**config.mk**
```make
export PLATFORM = sky130hd
export DESIGN_NAME = txlogic_handle
export DESIGN_NICKNAME = d
export VERILOG_FILES = /design/src/rtl/uart_pkg.sv /design/src/rtl/txlogic_handle.sv
export SDC_FILE = /design/constraint.sdc
export NUM_CORES = 1
export LEC_CHECK = 0
export BUFFER_PORTS_ARGS = -buffer_cell sky130_fd_sc_hd__buf_2
export CAP_MARGIN = 10
export CORE_ASPECT_RATIO = 0.9
export CORE_MARGIN = 8
export CORE_UTILIZATION = 49
export CTS_CLUSTER_DIAMETER = 40
export DETAILED_ROUTE_END_ITERATION = 16
export GPL_ROUTABILITY_DRIVEN = 1
export PLACE_DENSITY = 0.76
export SLEW_MARGIN = 20
export SYNTH_ARGS = -nofsm -noshare
export SYNTH_HDL_FRONTEND = slang
export SYNTH_SLANG_ARGS = --single-unit
```
**constraint.sdc**
```tcl
create_clock -name clk -period 2.38 [get_ports clk]
set_input_delay 0.476 -clock clk [delete_from_list [all_inputs] [get_ports clk]]
set_output_delay 0.476 -clock clk [all_outputs]
set_load 0.01 [all_outputs]
```
**src/rtl/uart_pkg.sv**
```systemverilog
// uart_pkg: shared types and constants for the UART transmit-side digit handler.
//   tx_state_t  : frame FSM states (TERM_CR/TERM_LF are used only when
//                 TXLOGIC_CRLF_EN is defined)
//   ASCII_*     : byte constants used for idle/clear values and line terminators
//   NUM_DIGITS  : digit bytes per frame (fixed; index is 3 bits)
package uart_pkg;

  typedef enum logic [2:0] {
    IDLE,
    SEND,
    TERM_CR,
    TERM_LF,
    DONE
  } tx_state_t;

  localparam logic [7:0]  ASCII_ZERO = 8'h30;
  localparam logic [7:0]  ASCII_CR   = 8'h0D;
  localparam logic [7:0]  ASCII_LF   = 8'h0A;
  localparam int unsigned NUM_DIGITS = 8;

  // Index of the first digit sent (digit7); also the idle/wrap value of the index.
  localparam logic [2:0]  LAST_INDEX = 3'(NUM_DIGITS - 1);

endpackage

```
**src/rtl/txlogic_handle.sv**
```systemverilog
// txlogic_handle: snapshots eight ASCII digit registers on a start request and
// streams them, digit7 first, into a UART TX byte interface (valid/ready).
//
// Ports:
//   clk            system clock, rising edge
//   rstp           asynchronous active-high reset
//   start          single-cycle frame request, honoured only in IDLE
//   digit0..digit7 ASCII bytes, captured when start is accepted
//   t_ready        TX core accepts a byte this cycle
//   t_data         byte offered to the TX core (registered)
//   t_valid        t_data is valid (registered)
//   busy           frame in progress
//   done           one-cycle pulse after the last byte is accepted
//
// Build option: define TXLOGIC_CRLF_EN to append CR, LF after digit0
// (10-byte frame). Without it the frame is the 8 digit bytes only.
module txlogic_handle
  import uart_pkg::*;
#(
  parameter logic [7:0] IDLE_CHAR = ASCII_ZERO
) (
  input  logic       clk,
  input  logic       rstp,
  input  logic       start,
  input  logic [7:0] digit0,
  input  logic [7:0] digit1,
  input  logic [7:0] digit2,
  input  logic [7:0] digit3,
  input  logic [7:0] digit4,
  input  logic [7:0] digit5,
  input  logic [7:0] digit6,
  input  logic [7:0] digit7,
  input  logic       t_ready,
  output logic [7:0] t_data,
  output logic       t_valid,
  output logic       busy,
  output logic       done
);

  logic [7:0] w_digits [NUM_DIGITS];

  assign w_digits[0] = digit0;
  assign w_digits[1] = digit1;
  assign w_digits[2] = digit2;
  assign w_digits[3] = digit3;
  assign w_digits[4] = digit4;
  assign w_digits[5] = digit5;
  assign w_digits[6] = digit6;
  assign w_digits[7] = digit7;

  tx_state_t  r_state,   w_state_nxt;
  logic [2:0] r_index,   w_index_nxt;
  logic [7:0] r_t_data,  w_t_data_nxt;
  logic       r_t_valid, w_t_valid_nxt;
  logic       r_busy,    w_busy_nxt;
  logic       r_done,    w_done_nxt;
  logic [7:0] r_shadow [NUM_DIGITS];
  logic       w_load;
  logic       w_xfer;

  // A byte moves on any edge where the offered byte is accepted.
  assign w_xfer = r_t_valid & t_ready;

  always_comb begin
    w_state_nxt   = r_state;
    w_index_nxt   = r_index;
    w_t_data_nxt  = r_t_data;
    w_t_valid_nxt = r_t_valid;
    w_busy_nxt    = r_busy;
    w_done_nxt    = 1'b0;
    w_load        = 1'b0;

    case (r_state)
      IDLE: begin
        if (start) begin
          w_load        = 1'b1;
          w_index_nxt   = LAST_INDEX;
          w_busy_nxt    = 1'b1;
          w_t_valid_nxt = 1'b1;
          // Shadow7 is being loaded this same edge, so offer the input directly.
          w_t_data_nxt  = w_digits[NUM_DIGITS-1];
          w_state_nxt   = SEND;
        end
      end

      SEND: begin
        if (w_xfer) begin
          if (r_index == 3'd0) begin
            w_index_nxt = LAST_INDEX;
`ifdef TXLOGIC_CRLF_EN
            w_t_data_nxt = ASCII_CR;
            w_state_nxt  = TERM_CR;
`else
            w_t_valid_nxt = 1'b0;
            w_busy_nxt    = 1'b0;
            w_done_nxt    = 1'b1;
            w_state_nxt   = DONE;
`endif
          end else begin
            w_index_nxt  = r_index - 3'd1;
            w_t_data_nxt = r_shadow[r_index - 3'd1];
          end
        end
      end

`ifdef TXLOGIC_CRLF_EN
      TERM_CR: begin
        if (w_xfer) begin
          w_t_data_nxt = ASCII_LF;
          w_state_nxt  = TERM_LF;
        end
      end

      TERM_LF: begin
        if (w_xfer) begin
          w_t_valid_nxt = 1'b0;
          w_busy_nxt    = 1'b0;
          w_done_nxt    = 1'b1;
          w_state_nxt   = DONE;
        end
      end
`endif

      // start is deliberately not looked at here.
      DONE: begin
        w_state_nxt = IDLE;
      end

      default: begin
        w_state_nxt   = IDLE;
        w_t_valid_nxt = 1'b0;
        w_busy_nxt    = 1'b0;
      end
    endcase
  end

  always_ff @(posedge clk or posedge rstp) begin
    if (rstp) begin
      r_state   <= IDLE;
      r_index   <= LAST_INDEX;
      r_t_data  <= 8'h00;
      r_t_valid <= 1'b0;
      r_busy    <= 1'b0;
      r_done    <= 1'b0;
    end else begin
      r_state   <= w_state_nxt;
      r_index   <= w_index_nxt;
      r_t_data  <= w_t_data_nxt;
      r_t_valid <= w_t_valid_nxt;
      r_busy    <= w_busy_nxt;
      r_done    <= w_done_nxt;
    end
  end

  // Shadow file only changes on an accepted start, so digit inputs may move mid-frame.
  always_ff @(posedge clk or posedge rstp) begin
    if (rstp) begin
      for (int i = 0; i < NUM_DIGITS; i++) begin
        r_shadow[i] <= IDLE_CHAR;
      end
    end else if (w_load) begin
      for (int i = 0; i < NUM_DIGITS; i++) begin
        r_shadow[i] <= w_digits[i];
      end
    end
  end

  assign t_data  = r_t_data;
  assign t_valid = r_t_valid;
  assign busy    = r_busy;
  assign done    = r_done;

endmodule

```
==> reports/metrics.yaml <==
fin_crit_sh_pct: 93.00
area_growth_pct: 20.33
worst_pin_slew_ps: 424.2
power_mw: 5.745
synth_nets: 296
drtAntennaViolNets: 0
end_kind: "register"
final-seq-area_sq_um: 2001
ios: 79
nFillCells: 592
ys_top_cells_by_count: "mux2_2 (65), dfrtp_1 (60), dfstp_2 (19)"
synth.area.top_cells: "dfrtp_1 (42%), mux2_2 (20%), dfstp_2 (14%), mux4_1 (12%), mux2i_1 (2.2%)"
rrSetupSlack_ps: 170
dp_hpwl_microns: 5265
hp-class: "in2async"
synth_top_cell_area_share_pct: 41.71
fp.dieH_microns: 97.31
clkPwrFrac_pct: 18.2
reg2reg_to: "t_data[0]$_DFFE_PP0P_"
startpoint_type: "register"
antenna_found_initial: 0
layout-drive-gt1-share_pct: 59.81
ys.warnings.count: 0
maxCapViolCount: 0
slew_headroom_pct: 71.72
postCtsHoldBufs: 0
seqPwrFrac_pct: 42.6
die-area_sq_um: 10350
vias: 2212
viasPerCell: 5.408
crit_required_ps: 2590
ys_seq_elements: 79
pwr_density_cell_nw_per_um2: 1326
grt_usage_pct: 14.70
wirelength_microns: 7266
synth-edff-count: 0
drv_slew: 0
yosysMostFrequentCell: "mux2_2"
post_cts_buffers: 0
cts_resized: 0
clkSlewWorstSetupHoldPaths_ps: 80
grt_pass1_wl_microns: 12100
min_period_ps: 2214
gp_congestion: 0.7386
p_sw_share_pct: 29.86
core_sq_um: 7076
drt_iter0_drc: 64
grt_max_degree: 80
clock_latency_ps: 340
crit_arrival_ps: 2430
tns_ps: 0
async_reset_ff_share_pct: 100.0
cts_sinks: 79
clockBufferDepth: 2
cts_buffers: 9
r2r_cells: 7
comb_power_share_pct: 39.2
timing.fmax_ghz: 0.4518
grt_pass1_vias: 2467
hold_viol: 0
switching_power_mw: 1.715
overflow: 0
leakagePower_nw: 1.991
rsz0062_at_grt: "false"
critPathKind: "reg2reg"
finalNetCount: 381
synth.distinct_cells: 28
route.detailed.drc: 0
num_antenna_cells: 0
avgSynthCellArea_sq_um: 15.93
synthFlopType: "dfrtp_1"
p_int_mw: 4.029
netlist_area_sq_um: 3600
cts_tree: "built"
path_max_fanout: 11
root_buffer: "clkbuf_8"
drt_pass1_iterations: 4
setup_violations: 0
ir_worst_vdd_v: 0.0006424
status: "finished clean"
initial_core_util_pct: 50.88
multiInputGateArea_sq_um: 1511
die_width_microns: 106.3
skew_ps: 8.167
rr_startpoint: "r_index[0]$_DFFE_PP1P_"
synthCells: 226
numPortBuffers: 78
rows: 29
ys_seq_area_share_pct: 55.58
yosysTopAreaCell: "dfrtp_1"
final_core_util_pct: 61.22
wire_per_inst_microns: 17.77
htreeDepth: 3
==> state kept, by name (all words and copies together) (netlist names) <==
register and cells:
busy 1, done 1, r_index 3, r_shadow 64, r_state 2, t_data 8
==> worst max-delay path, cell delays in order, from the launching register on <==
cell and delay, ps:
dfstp_2 540, clkinv_2 60, ha_1 240, xor2_2 150
buf_4 240, mux4_1 590, mux2i_1 190, o21ai_1 80
==> per-layer routing <==
metal	routed length, microns	vias to the layer above	track usage (%)
met4	30	0	3.243
met2	3456	64	22.07
met5	0	-	0
li1	-	1025	-
met1	3378	1121	19.53
met3	400	2	5.836
==> how the worst max path moves through the flow <==
stage | from | end | slack [ps]
6_report | r_index[0]$_DFFE_PP1P_ | t_data[0]$_DFFE_PP0P_ | 170
5_1_grt | r_index[0]$_DFFE_PP1P_ | t_data[0]$_DFFE_PP0P_ | 90
4_1_cts | r_index[0]$_DFFE_PP1P_ | t_data[0]$_DFFE_PP0P_ | 140
3_5_place_dp | r_index[0]$_DFFE_PP1P_ | t_data[0]$_DFFE_PP0P_ | 200
3_3_place_gp | r_index[0]$_DFFE_PP1P_ | t_data[4]$_DFFE_PP0P_ | 250
2_1_floorplan | r_index[0]$_DFFE_PP1P_ | t_data[0]$_DFFE_PP0P_ | 20
==> metrics by stage <==
stage,cells,hold WS [ps],setup WS (ps),area (sq um)
finish,409,242.7,166.5,4332
detailed placement,393,486.7,204.2,4124
floorplan,226,471.9,17.33,3603
global route,409,257.1,85.44,4332
CTS,409,243.9,144.4,4332
global placement,393,481.3,253.2,4124
==> layout by cell type (no fill, tap or decap), types with 3 or more instances in the layout <==
cell / n
buf_2: 78
mux2_2: 65
dfrtp_1: 60
dfstp_2: 19
mux4_1: 16
clkbuf_8: 9
mux2i_1: 8
a22oi_1: 8
o21ai_1: 8
buf_4: 6
a21oi_1: 4
nand2_1: 4
nand3_1: 3
nor2_1: 3
clkbuf_1: 3
==> cell type report <==
type,instances,area share [%]
tap,93,2.686
sequential,79,46.19
inverter,4,0.4622
multi-input combinational,131,34.89
clock inverter,4,1.675
timing repair buffer,86,10.98
clock buffer,12,3.120
==> power groups by stage <==
stage | Sequential [mW] | Combinational [mW] | Clock [mW]
2_1_floorplan | 2.35 | 1.77 | 0
3_3_place_gp | 2.46 | 2.17 | 0
3_5_place_dp | 2.48 | 2.28 | 0
4_1_cts | 2.45 | 2.29 | 1.07
5_1_grt | 2.53 | 2.45 | 1.13
6_report | 2.45 | 2.25 | 1.04
==> cell families after synthesis <==
kind of cell	after synthesis	synth area share (%)
adder cells (fa/ha/maj)	2	0.6951
flip-flops	79	55.58
XOR/XNOR	1	0.4520
AO/OA/AOI/OAI	24	4.171
AND/OR/NAND/NOR	15	2.259
buffers and inverters	16	2.607
multiplexers	89	34.24
Note: power is estimated with default switching activity, not from simulation.
